### src/rtl/typing_round_ctrl_pkg.sv
// Shared types and constants for the speed-typing round sequencer.
// Imported by typing_round_ctrl.
package typing_round_ctrl_pkg;

  typedef enum logic [2:0] {
    ST_IDLE,
    ST_LOAD,
    ST_PLAY,
    ST_CLEAR,
    ST_OVER,
    ST_WIN
  } state_t;

  localparam logic [1:0] DIFF_EASY = 2'd1;
  localparam logic [1:0] DIFF_MED  = 2'd2;
  localparam logic [1:0] DIFF_HARD = 2'd3;

  localparam int LEVEL_W = 6;
  localparam int CHAR_W  = 8;
  localparam int SCORE_W = 16;
  localparam int ERR_W   = 8;

  localparam logic [SCORE_W-1:0] SCORE_MAX = '1;
  localparam logic [ERR_W-1:0]   ERR_MAX   = '1;

endpackage

### src/rtl/typing_round_ctrl.sv
// Game-round sequencer: loads the level timer, counts keystrokes,
// advances levels and ends the game on timeout or final level.
module typing_round_ctrl
  import typing_round_ctrl_pkg::*;
#(
  parameter int MAX_LEVEL  = 10,
  parameter int BASE_CHARS = 4,
  parameter int CHAR_STEP  = 1,
  parameter int MAX_CHARS  = 32
) (
  input  logic        clk,
  input  logic        resetn,
  input  logic        start,
  input  logic [1:0]  difficulty_sel,
  input  logic        key_valid,
  input  logic        key_match,
  input  logic        timeout,
  output logic        load_timer,
  output logic        timer_enable,
  output logic [7:0]  num_char,
  output logic [1:0]  difficulty,
  output logic [5:0]  level,
  output logic [7:0]  char_index,
  output logic [15:0] score,
  output logic [7:0]  errors,
  output logic        round_active,
  output logic        game_over,
  output logic        game_won
);

  localparam logic [LEVEL_W-1:0] LVL_LAST = LEVEL_W'(MAX_LEVEL);
  localparam logic [CHAR_W-1:0]  CH_BASE  = CHAR_W'(BASE_CHARS);
  localparam logic [CHAR_W:0]    CH_STEP  = (CHAR_W+1)'(CHAR_STEP);
  localparam logic [CHAR_W:0]    CH_MAX   = (CHAR_W+1)'(MAX_CHARS);

  state_t state;
  state_t state_nxt;

  logic key_hit;
  logic key_miss;
  logic done;
  logic last_lvl;

  logic [CHAR_W:0]   num_sum;
  logic [CHAR_W-1:0] num_step;

  logic               load_d;
  logic               en_d;
  logic [CHAR_W-1:0]  num_d;
  logic [1:0]         diff_d;
  logic [LEVEL_W-1:0] level_d;
  logic [CHAR_W-1:0]  ci_d;
  logic [SCORE_W-1:0] score_d;
  logic [ERR_W-1:0]   err_d;
  logic               active_d;
  logic               over_d;
  logic               won_d;

  assign key_hit  = key_valid & key_match;
  assign key_miss = key_valid & ~key_match;
  assign done     = key_hit && (char_index == num_char - 8'd1);
  assign last_lvl = (level == LVL_LAST);

  // 9-bit sum so a large step cannot wrap past the ceiling
  assign num_sum  = {1'b0, num_char} + CH_STEP;
  assign num_step = (num_sum > CH_MAX) ? CH_MAX[CHAR_W-1:0]
                                       : num_sum[CHAR_W-1:0];

  always_ff @(posedge clk) begin
    if (!resetn) state <= ST_IDLE;
    else         state <= state_nxt;
  end

  always_comb begin
    state_nxt = state;
    unique case (state)
      ST_IDLE, ST_OVER, ST_WIN: begin
        if (start) state_nxt = ST_LOAD;
      end
      ST_LOAD: state_nxt = ST_PLAY;
      ST_PLAY: begin
        if (done)         state_nxt = ST_CLEAR;
        else if (timeout) state_nxt = ST_OVER;
      end
      ST_CLEAR: begin
        if (last_lvl) state_nxt = ST_WIN;
        else          state_nxt = ST_LOAD;
      end
      default: state_nxt = ST_IDLE;
    endcase
  end

  always_comb begin
    load_d   = (state_nxt == ST_LOAD);
    en_d     = (state_nxt == ST_PLAY);
    active_d = (state_nxt == ST_PLAY);
    over_d   = (state_nxt == ST_OVER);
    won_d    = (state_nxt == ST_WIN);
    num_d    = num_char;
    diff_d   = difficulty;
    level_d  = level;
    ci_d     = char_index;
    score_d  = score;
    err_d    = errors;
    unique case (state)
      ST_IDLE, ST_OVER, ST_WIN: begin
        if (start) begin
          diff_d  = (difficulty_sel == 2'd0) ? DIFF_EASY
                                             : difficulty_sel;
          level_d = 6'd1;
          num_d   = CH_BASE;
          ci_d    = '0;
          score_d = '0;
          err_d   = '0;
        end
      end
      ST_PLAY: begin
        if (key_hit) begin
          ci_d = char_index + 8'd1;
          if (score != SCORE_MAX) score_d = score + 16'd1;
        end
        if (key_miss && errors != ERR_MAX)
          err_d = errors + 8'd1;
      end
      ST_CLEAR: begin
        if (!last_lvl) begin
          level_d = level + 6'd1;
          num_d   = num_step;
        end
      end
      default: ;
    endcase
    if (state_nxt == ST_LOAD) ci_d = '0;
  end

  always_ff @(posedge clk) begin
    if (!resetn) begin
      load_timer   <= 1'b0;
      timer_enable <= 1'b0;
      num_char     <= CH_BASE;
      difficulty   <= DIFF_EASY;
      level        <= 6'd1;
      char_index   <= '0;
      score        <= '0;
      errors       <= '0;
      round_active <= 1'b0;
      game_over    <= 1'b0;
      game_won     <= 1'b0;
    end else begin
      load_timer   <= load_d;
      timer_enable <= en_d;
      num_char     <= num_d;
      difficulty   <= diff_d;
      level        <= level_d;
      char_index   <= ci_d;
      score        <= score_d;
      errors       <= err_d;
      round_active <= active_d;
      game_over    <= over_d;
      game_won     <= won_d;
    end
  end

endmodule

### config.mk
export PLATFORM = sky130hd
export DESIGN_NAME = typing_round_ctrl
export DESIGN_NICKNAME = d
export VERILOG_FILES = /design/src/rtl/typing_round_ctrl_pkg.sv /design/src/rtl/typing_round_ctrl.sv
export SDC_FILE = /design/constraint.sdc
export NUM_CORES = 1
export LEC_CHECK = 0
export BUFFER_PORTS_ARGS = -buffer_cell sky130_fd_sc_hd__buf_2
export CAP_MARGIN = 5
export CORE_MARGIN = 2
export CORE_UTILIZATION = 45
export DETAILED_ROUTE_END_ITERATION = 12
export PLACE_DENSITY = 0.67
export RECOVER_POWER = 100
export SETUP_SLACK_MARGIN = 0.3
export SYNTH_ARGS = -nofsm -noshare
export SYNTH_HDL_FRONTEND = slang
export SYNTH_SLANG_ARGS = --single-unit
### constraint.sdc
create_clock -name clk -period 7.64 [get_ports clk]
set_clock_uncertainty 0.2 [all_clocks]
set_input_delay 0 -clock clk [delete_from_list [all_inputs] [get_ports clk]]
set_output_delay 0 -clock clk [all_outputs]
set_load 0.01 [all_outputs]
==> impl_metrics.toml <==
[grt]
grtUsageTotal = 0.1981
grt_pass1_vias = 2480
grt_pass1_wl_um = 11920
antenna_found_initial = 0
grt_overflow = 0
grt_max_degree = 29

[clock_tree]
postCtsHoldBufs = 8
cts_resized = 0
clockBufferDepth = 2
cts_setup_buffers = 0
numCtsBuffers = 5
cts_tree = "built"
insertion_delay_ps = 320
h-tree-depth = 2
clockRootBuffer = "clkbuf_8"
clk_pin_slew_worst_paths_ps = 100
cts.sinks = 55

[power_and_ir_drop]
p_per_area_nw_per_um2 = 156.2
p_total_mw = 0.5333
p_leak_nw = 1.203
peakVddDrop_mv = 0.08182

[final_layout]
drive_gt1_frac = 0.05769
n_antenna_cell = 0
layout.nets = 431
fin_util = 0.5347
final_cells = 493
syn2layout_area_growth_pct = 13.90

[timing]
hold_violations = 0
worstMarginPinSlew_ps = 972.1
slew_headroom = 0.3504
fin_crit_ps = 2635
rsz0062_at_grt = "no"
slew_viol_final = 0
fmax_ghz = 0.3795
setup_violations = 0
period_share = 0.3449
fin_tns_setup_ps = 0

[place]
dp.cells = 477
place_congestion = 0.7971
port-buffer-count = 60
post-dp-hpwl_um = 5115

[routing]
drt-total-wl_um = 7163
wl_per_cell_um = 14.53
vias_per_cell = 5.602
drtAntennaViolNets = 0
num_vias = 2762
firstDrtPassIters = 5
drt_iter0_drc = 191
drcViolationCount = 0

[die]
io_pins = 61
start_util = 0.4694
fp.dieH_um = 85.62
rows = 29
die_w_um = 85.62
die-area_sq_um = 7331
core_area_sq_um = 6386

[worst_setup_path]
cp.required_ps = 7660
reg2reg_depth = 7
crit_fanout = 13
critPathArrivalTime_ps = 2660
crit_path_end_kind = "flip-flop"
crit_type = "flip-flop to flip-flop"
worst_setup_path_start_kind = "flip-flop"

[run_status]
status = "finished clean"

[synthesis]
synth_flop_cell = "dfxtp_1"
yosysSeqAreaShare = 0.3673
synth-edff-count = 0
synthesis.nets = 372
synthDistinctLibCells = 57
synth_area_per_cell_sq_um = 8.421
ys_async_sr_fraction = 0
synth_seq_cells = 55
yosys_warnings = 0
syn_area_sq_um = 2998
syn_inst = 356

[flow_run]
maxCapViolCount = 0

[min_path]
hold_path.class = "primary input to flip-flop"
whs_path_depth = 3
## sequential cells by signal (all words and copies together), names as in the netlist, 2 cells and up
register    cells
num_char        8
level           6
difficulty      2
errors          8
char_index      8
score          16
state           3
## synthesized netlist by cell type (8+ instances only)
cell type / number / share of area
inv_1: 10 / 0.013
nand2_1: 22 / 0.028
dfxtp_1: 55 / 0.37
nand3_1: 13 / 0.022
nor3_1: 10 / 0.017
ha_1: 8 / 0.033
and3_1: 10 / 0.021
a21oi_1: 13 / 0.022
nor2_1: 49 / 0.061
nor2b_1: 12 / 0.025
nand4_1: 16 / 0.033
clkbuf_1: 8 / 0.010
o21ai_0: 11 / 0.018
xnor2_1: 24 / 0.070
xor2_1: 15 / 0.044
## critical path, cell delays in order (launching register included)
cell,delay [ps]
dfxtp_1,440
inv_1,110
ha_1,200
nor2b_1,300
nand3_1,120
a2111o_1,430
or4b_1,500
a41o_1,250
## cell families (layout without fill, tap and decap cells)
logic type      count (synthesis)  after routing  synth area share
simple gates                  174            174            0.3105
flops                          55             55            0.3673
compound gates                 52             52            0.1206
xor+xnor                       39             39            0.1139
buf+inv                        26             86           0.04758
fa+ha+maj                       8              8           0.03339
mux                             2              2          0.006678
## power by group
part | leakage (nW) | internal [mW] | switching, mW | total (mW)
Sequential | 0.444 | 0.290 | 0.00474 | 0.295
Combinational | 0.702 | 0.0138 | 0.0248 | 0.0386
Clock | 0.0558 | 0.0993 | 0.101 | 0.200
## through the flow
step                hold slack (ps)  worst slack [ps]  cell area (sq um)
floorplan                    -102.6              5148               2998
global placement              59.46              5118               3289
detailed placement            47.43              5036               3289
CTS                           271.4              5008               3481
global route                  293.2              4822               3415
finish                        265.1              5005               3415
## cell type report
cell class	instances	area, sq um
Sequential cell	55	1101
Clock inverter	2	38.79
Inverter	10	37.54
Tap cell	77	96.34
Multi-Input combinational cell	275	1754
Clock buffer	6	72.57
Fill cell	635	2972
Timing Repair Buffer	68	314.1
## placed cells by master (no fill, tap or decap), types with 3 or more instances in the layout
cell           synthesis  final
inv_1                 10     10
nor3_1                10     10
nor3b_1                6      6
dfxtp_1               55     55
ha_1                   8      8
xor2_1                15     15
buf_2                  0      7
a21oi_1               13     13
and3_1                10     10
clkbuf_1               8     54
o21ai_0               11     11
nand4_1               16     16
nor4_1                 6      6
nand2_1               22     22
xnor2_1               24     24
nor2_1                49     49
o31ai_1                3      3
dlygate4sd3_1          0      8
nor4b_1                5      5
nor2b_1               12     12
nand2b_1               3      3
clkbuf_8               0      5
nand3_1               13     13
and2_1                 6      3
and2_0                 2      5
## layer usage
metal,part of all wire,vias to the layer above,global-route usage,wire (um)
li1,-,1376,-,-
met1,0.48,1289,0.2720,3473
met2,0.44,85,0.3161,3169
met3,0.058,12,0.03946,418
met4,0.014,0,0.05916,101
met5,0,-,0,0
## worst paths after layout
check	from	end	slack [ps]
worst min-delay path	timeout	state[1]	270
worst min register to register	errors[1]	errors[1]	330
worst max-delay path	num_char[0]	state[2]	5000
worst max register to register	num_char[0]	state[2]	5000
No activity file was read; power rests on OpenSTA's default activity.
